**src/rtl/alu_add_pkg.sv**
```systemverilog
`default_nettype none
// ============================================================================
//  Module      : alu_add_pkg
//  Description : Shared constants for the pipelined add/subtract unit:
//                operation encodings and NZCV flag bit positions.
//  Revision    : 1.0 - initial release
// ============================================================================
package alu_add_pkg;

    // Operation encodings on in_op
    localparam logic [1:0] OP_ADD = 2'b00;
    localparam logic [1:0] OP_SUB = 2'b01;
    localparam logic [1:0] OP_ADC = 2'b10;
    localparam logic [1:0] OP_SBC = 2'b11;

    // Bit positions inside a 4-bit NZCV vector
    localparam int FLAG_N = 3;
    localparam int FLAG_Z = 2;
    localparam int FLAG_C = 1;
    localparam int FLAG_V = 0;

endpackage : alu_add_pkg
`default_nettype wire

```
**src/rtl/alu_add_chunk.sv**
```systemverilog
`default_nettype none
// ============================================================================
//  Module      : alu_add_chunk
//  Description : One CHUNK-wide ripple adder slice. Besides the carry out it
//                reports the carry into its own MSB, which the top slice uses
//                to derive signed overflow.
//  Revision    : 1.0 - initial release
// ============================================================================
module alu_add_chunk
    import alu_add_pkg::*;
#(
    parameter int CHUNK = 8
) (
    input  logic [CHUNK-1:0] i_a,
    input  logic [CHUNK-1:0] i_b,
    input  logic             i_cin,
    output logic [CHUNK-1:0] o_sum,
    output logic             o_cout,
    output logic             o_cmsb
);

    logic [CHUNK:0] w_total;

    assign w_total = {1'b0, i_a} + {1'b0, i_b} + {{CHUNK{1'b0}}, i_cin};
    assign o_sum   = w_total[CHUNK-1:0];
    assign o_cout  = w_total[CHUNK];
    // Sum bit = a ^ b ^ carry_in, so the carry into the MSB falls out directly.
    assign o_cmsb  = i_a[CHUNK-1] ^ i_b[CHUNK-1] ^ o_sum[CHUNK-1];

endmodule : alu_add_chunk
`default_nettype wire

```
**src/rtl/alu_add_pipe.sv**
```systemverilog
`default_nettype none
// ============================================================================
//  Module      : alu_add_pipe
//  Description : Pipelined ADD/SUB/ADC/SBC unit. The carry chain is cut into
//                WIDTH/CHUNK slices, one per register stage; the last stage
//                register doubles as the output register. Holds the NZCV
//                register, updated when an S=1 op retires. ADC/SBC offers are
//                held off while any S=1 op is in flight (no flag forwarding).
//                Optional macro ALU_ADD_SAT_EN adds in_sat (per-op signed
//                saturation on overflow).
//  Revision    : 1.0 - initial release
// ============================================================================
module alu_add_pipe
    import alu_add_pkg::*;
#(
    parameter int WIDTH = 32,
    parameter int CHUNK = 8
) (
    input  logic             clk,
    input  logic             rst,
    input  logic             in_valid,
    output logic             in_ready,
    input  logic [WIDTH-1:0] in_a,
    input  logic [WIDTH-1:0] in_b,
    input  logic [1:0]       in_op,
    input  logic             in_s,
`ifdef ALU_ADD_SAT_EN
    input  logic             in_sat,
`endif
    output logic             out_valid,
    input  logic             out_ready,
    output logic [WIDTH-1:0] out_result,
    output logic [3:0]       out_flags,
    output logic [3:0]       flags
);

    localparam int c_stages = WIDTH / CHUNK;
    localparam int c_last   = c_stages - 1;

    // Stage registers: index k holds an op whose chunks 0..k are summed.
    logic [WIDTH-1:0] r_a    [c_stages];
    logic [WIDTH-1:0] r_b    [c_stages];
    logic [WIDTH-1:0] r_res  [c_stages];
    logic             r_c    [c_stages];
    logic             r_cmsb [c_stages];
    logic             r_z    [c_stages];
    logic             r_s    [c_stages];
    logic             r_vld  [c_stages];
    logic [3:0]       r_flags;

    // Inputs feeding each stage (issue port for k=0, previous stage otherwise)
    logic [WIDTH-1:0] w_src_a   [c_stages];
    logic [WIDTH-1:0] w_src_b   [c_stages];
    logic [WIDTH-1:0] w_src_res [c_stages];
    logic [WIDTH-1:0] w_res_next[c_stages];
    logic             w_src_c   [c_stages];
    logic             w_src_z   [c_stages];
    logic             w_src_s   [c_stages];
    logic             w_src_vld [c_stages];
    logic [CHUNK-1:0] w_sum     [c_stages];
    logic             w_cout    [c_stages];
    logic             w_cmsb    [c_stages];

`ifdef ALU_ADD_SAT_EN
    logic             r_sat     [c_stages];
    logic             w_src_sat [c_stages];
`endif

    logic             w_stall;
    logic             w_busy_s;
    logic             w_accept;
    logic             w_cin;
    logic [WIDTH-1:0] w_b_eff;

    assign out_valid = r_vld[c_last];
    assign flags     = r_flags;
    assign w_stall   = r_vld[c_last] && !out_ready;
    assign w_accept  = in_valid && in_ready;
    assign in_ready  = !rst && !w_stall &&
                       !(((in_op == OP_ADC) || (in_op == OP_SBC)) && w_busy_s);
    assign w_b_eff   = ((in_op == OP_SUB) || (in_op == OP_SBC)) ? ~in_b : in_b;

    // Any in-flight op that will write flags blocks ADC/SBC issue.
    always_comb begin
        w_busy_s = 1'b0;
        for (int k = 0; k < c_stages; k++) begin
            w_busy_s = w_busy_s | (r_vld[k] & r_s[k]);
        end
    end

    // Carry-in selection; ADC/SBC read the architectural C at issue time.
    always_comb begin
        w_cin = 1'b0;
        case (in_op)
            OP_ADD:  w_cin = 1'b0;
            OP_SUB:  w_cin = 1'b1;
            OP_ADC:  w_cin = r_flags[FLAG_C];
            OP_SBC:  w_cin = r_flags[FLAG_C];
            default: w_cin = 1'b0;
        endcase
    end

    for (genvar k = 0; k < c_stages; k++) begin : g_stage
        if (k == 0) begin : g_head
            assign w_src_a[k]   = in_a;
            assign w_src_b[k]   = w_b_eff;
            assign w_src_res[k] = '0;
            assign w_src_c[k]   = w_cin;
            assign w_src_z[k]   = 1'b1;
            assign w_src_s[k]   = in_s;
            assign w_src_vld[k] = w_accept;
`ifdef ALU_ADD_SAT_EN
            assign w_src_sat[k] = in_sat;
`endif
        end else begin : g_tail
            assign w_src_a[k]   = r_a[k-1];
            assign w_src_b[k]   = r_b[k-1];
            assign w_src_res[k] = r_res[k-1];
            assign w_src_c[k]   = r_c[k-1];
            assign w_src_z[k]   = r_z[k-1];
            assign w_src_s[k]   = r_s[k-1];
            assign w_src_vld[k] = r_vld[k-1];
`ifdef ALU_ADD_SAT_EN
            assign w_src_sat[k] = r_sat[k-1];
`endif
        end

        alu_add_chunk #(
            .CHUNK (CHUNK)
        ) u_chunk (
            .i_a    (w_src_a[k][k*CHUNK +: CHUNK]),
            .i_b    (w_src_b[k][k*CHUNK +: CHUNK]),
            .i_cin  (w_src_c[k]),
            .o_sum  (w_sum[k]),
            .o_cout (w_cout[k]),
            .o_cmsb (w_cmsb[k])
        );

        // Lower chunks arrive already summed; slot this stage's chunk in.
        assign w_res_next[k] = w_src_res[k] | (WIDTH'(w_sum[k]) << (k * CHUNK));

        // Advance one slice per cycle; the whole pipe freezes on output stall.
        always_ff @(posedge clk) begin
            if (rst) begin
                r_vld[k]  <= 1'b0;
                r_a[k]    <= '0;
                r_b[k]    <= '0;
                r_res[k]  <= '0;
                r_c[k]    <= 1'b0;
                r_cmsb[k] <= 1'b0;
                r_z[k]    <= 1'b0;
                r_s[k]    <= 1'b0;
`ifdef ALU_ADD_SAT_EN
                r_sat[k]  <= 1'b0;
`endif
            end else if (!w_stall) begin
                r_vld[k]  <= w_src_vld[k];
                r_a[k]    <= w_src_a[k];
                r_b[k]    <= w_src_b[k];
                r_res[k]  <= w_res_next[k];
                r_c[k]    <= w_cout[k];
                r_cmsb[k] <= w_cmsb[k];
                r_z[k]    <= w_src_z[k] & (w_sum[k] == '0);
                r_s[k]    <= w_src_s[k];
`ifdef ALU_ADD_SAT_EN
                r_sat[k]  <= w_src_sat[k];
`endif
            end
        end
    end

    // Per-op NZCV of the result sitting in the output stage.
    always_comb begin
        out_flags         = 4'b0000;
        out_flags[FLAG_N] = r_res[c_last][WIDTH-1];
        out_flags[FLAG_Z] = r_z[c_last];
        out_flags[FLAG_C] = r_c[c_last];
        out_flags[FLAG_V] = r_cmsb[c_last] ^ r_c[c_last];
    end

`ifdef ALU_ADD_SAT_EN
    localparam logic [WIDTH-1:0] c_sat_pos = {1'b0, {(WIDTH-1){1'b1}}};
    localparam logic [WIDTH-1:0] c_sat_neg = {1'b1, {(WIDTH-1){1'b0}}};

    // On overflow the wrapped sign is inverted: negative wrap means a true
    // positive sum, so clamp to the max positive value, and vice versa.
    always_comb begin
        out_result = r_res[c_last];
        if (r_sat[c_last] && out_flags[FLAG_V]) begin
            out_result = r_res[c_last][WIDTH-1] ? c_sat_pos : c_sat_neg;
        end
    end
`else
    assign out_result = r_res[c_last];
`endif

    // Architectural flags change only on a retire handshake of an S=1 op.
    always_ff @(posedge clk) begin
        if (rst) begin
            r_flags <= 4'b0000;
        end else if (r_vld[c_last] && out_ready && r_s[c_last]) begin
            r_flags <= out_flags;
        end
    end

endmodule : alu_add_pipe
`default_nettype wire
```
**config.mk**
```make
export PLATFORM = sky130hd
export DESIGN_NAME = alu_add_pipe
export DESIGN_NICKNAME = d
export VERILOG_FILES = /design/src/rtl/alu_add_pkg.sv /design/src/rtl/alu_add_chunk.sv /design/src/rtl/alu_add_pipe.sv
export SDC_FILE = /design/constraint.sdc
export NUM_CORES = 1
export LEC_CHECK = 0
export CORE_MARGIN = 4
export CORE_UTILIZATION = 30
export DETAILED_ROUTE_END_ITERATION = 12
export GPL_TIMING_DRIVEN = 0
export PLACE_DENSITY = 0.44
export SYNTH_ARGS = -nofsm -noshare
export SYNTH_HDL_FRONTEND = slang
export SYNTH_SLANG_ARGS = --single-unit
export TNS_END_PERCENT = 1
```
**constraint.sdc**
```tcl
create_clock -name clk -period 15.47 [get_ports clk]
set_input_delay 2.3205 -clock clk [delete_from_list [all_inputs] [get_ports clk]]
set_output_delay 2.3205 -clock clk [all_outputs]
set_load 0.02 [all_outputs]
```
==> impl_metrics.yaml <==
outcome:
  outcome: "finished clean"
yosys:
  syn_nets: 762
  ys_ff_latch: 197
  synth_async_sr_flop_share_pct: 0
  synth_edf_count: 193
  syn_area_um2: 9045
  syn-mean-instance-area_um2: 13.81
  ys_types: 45
  yosysWarnings: 0
  ys_seq_area_share_pct: 64.96
  ys_dominant_reg_cell: "edfxtp_1"
  syn-instance-count: 655
timing:
  slew_viol_final: 0
  timing.final.crit_period_ns: 6.406
  hold_viol_final: 0
  setup_violations: 0
  final.period_utilization_pct: 41.41
  fmaxAchievable_ghz: 0.1561
  setup_tns_ns: 0
  setup_ws_ns: 9.064
  holdWs_ns: 0.5040
  tightest_slew_ns: 0.7503
  slew_headroom_pct: 49.98
  finalClockSkew_ns: 0.006681
  rsz0062_at_grt: "false"
placement:
  dpl.hpwl_mm: 13.07
  postPlaceCellArea_um2: 10730
  place_congestion: 0.7209
  dp_cells: 1159
  dpl_worst_slack_ns: 9.014
  io_buffers: 111
floorplan:
  ios: 113
  core_um2: 29720
  chipWidth_um: 181.6
  die_h_um: 181.6
  num_rows: 63
  dieArea_um2: 32990
  initial_utilization_pct: 30.44
hold_path:
  hp-class: "reg -> reg"
clock_tree:
  clk_pin_slew_ns: 0.07
  clock_sinks: 197
  h-tree-depth: 4
  cts_tree: "yes"
  post-cts-setup-buffers: 0
  cts.repair.resized: 0
  holdBufCountCts: 0
  cts_root_buffer: "clkbuf_16"
  cts_buffer_depth: 2
  insertion_delay_ns: 0.43
  cts_buffers: 17
setup_path:
  crit_type: "in -> out"
  reg2reg_to: "r_z[0][0]"
  worstSetupEndpointType: "output pin"
  reg2reg_slack_ns: 12.67
  worstSetupStartpoint: "rst"
  rr_worst_depth: 8
  critical_path.startpoint_type: "input port"
  crit_arrival_ns: 4.09
  rr_startpoint: "flags[1]"
  worstPathRequired_ns: 13.15
  critPathCapture: "in_ready"
  cp_max_fo: 7
detailed_routing:
  wl_mm: 17.48
  drtIter0Drc: 279
  wire_per_inst_um: 14.68
  drtPass1Iterations: 4
  route.antenna.remaining_nets: 0
  via_count: 4976
  drc: 0
  drt-vias-per-instance: 4.178
power:
  power.density_nw_per_um2: 106.7
  p_leak_nw: 4.541
  design_power_total_mw: 1.206
  ir_worst_vdd_v: 0.00007667
global_route:
  grt_first_pass_wirelength_mm: 28.79
  antenna_found_initial: 0
  grt-ovfl-total: 0
  grt_pass1_vias: 5371
  grt_max_degree: 66
  track_usage_pct: 11.06
cells_and_area:
  final_common_cell: "edfxtp_1"
  fin_util_pct: 38.05
  finalNetCount: 895
  finalNonFillerCells: 1191
  syn_to_final_growth_pct: 25.01
  final_cell_mix: "edfxtp_1, and2_1, clkdlybuf4s50_1, nor2_1, buf_4"
  layout-drive-gt1-share_pct: 10.75
  stdcell_area_um2: 11310
  fillCellCount: 2871
  seqCellArea_um2: 5876
  multi_input_area_um2: 2773
run:
  maxCapViolCount: 0
-- synthesized netlist by cell type, drive strengths merged (6+ instances only) --
library cell	number	area [um^2]
a211oi	6	45.04
a21o	8	60.06
a21oi	16	87.59
and2	142	889.6
buf	40	285.3
clkbuf	18	67.56
edfxtp	193	5796
fa	8	160.2
ha	28	350.3
inv	15	56.30
nor2	51	191.4
nor3	7	35.03
o21a	7	52.55
o21ai	15	75.07
o31a	6	61.31
xnor2	33	289.0
xor2	17	148.9
-- how the worst min path moves through the flow --
stage,startpoint,endpoint,slack (ns),cells past startpoint
global placement,flags[0],flags[0],0.48,2
floorplan,r_z[1][1],flags[2],0.48,2
global route,r_res[1][0],r_res[1][32],0.53,1
finish,flags[0],flags[0],0.50,2
detailed placement,flags[3],flags[3],0.49,2
CTS,flags[3],flags[3],0.51,2
-- cell families (layout without fill, tap and decap cells) --
| family | Yosys count | in the layout | share of synthesized area (%) |
|---|---|---|---|
| flops | 197 | 197 | 64.96 |
| mux | 5 | 5 | 0.5672 |
| xor+xnor | 50 | 50 | 4.842 |
| fa+ha+maj | 36 | 36 | 5.644 |
| simple gates | 222 | 222 | 14.08 |
| buf+inv | 73 | 218 | 4.523 |
| other cells | 0 | 1 | 0 |
| compound gates | 72 | 72 | 5.381 |
-- power breakdown --
part	switching, mW	internal, mW	total (mW)
Combinational	0.0692	0.0716	0.141
Clock	0.202	0.228	0.430
Sequential	0.0101	0.626	0.636
Total	0.282	0.925	1.21
-- critical path, cell delays in order --
cell	delay (ns)
clkdlybuf4s50_1	0.53
a21o_1	0.37
a21oi_1	0.23
clkdlybuf4s50_1	0.64
-- state kept, by name, indices dropped and copies added (netlist names) --
name,flops
r_res,80
r_a,48
r_b,48
flags,4
r_c,4
r_s,4
r_vld,4
r_z,4
r_cmsb,1
-- layer usage --
layer | global-route usage (%) | part of all wire (%) | vias up
li1 | - | - | 2551
met1 | 15.66 | 50 | 2312
met2 | 17.01 | 45 | 101
met3 | 2.925 | 4.0 | 12
met4 | 2.732 | 0.97 | 0
met5 | 0 | 0 | -
-- area by class of cell --
cell class,instances,share of cell area [%]
flip-flops and latches,197,51.96
multi-input cells,385,24.52
repair buffers,114,10.49
well taps,390,4.316
clock buffers,18,3.796
plain buffers,58,3.120
clock inverters,13,1.273
inverters,15,0.4980
diodes,1,0.02213
Power figures use the tool's default switching activity.
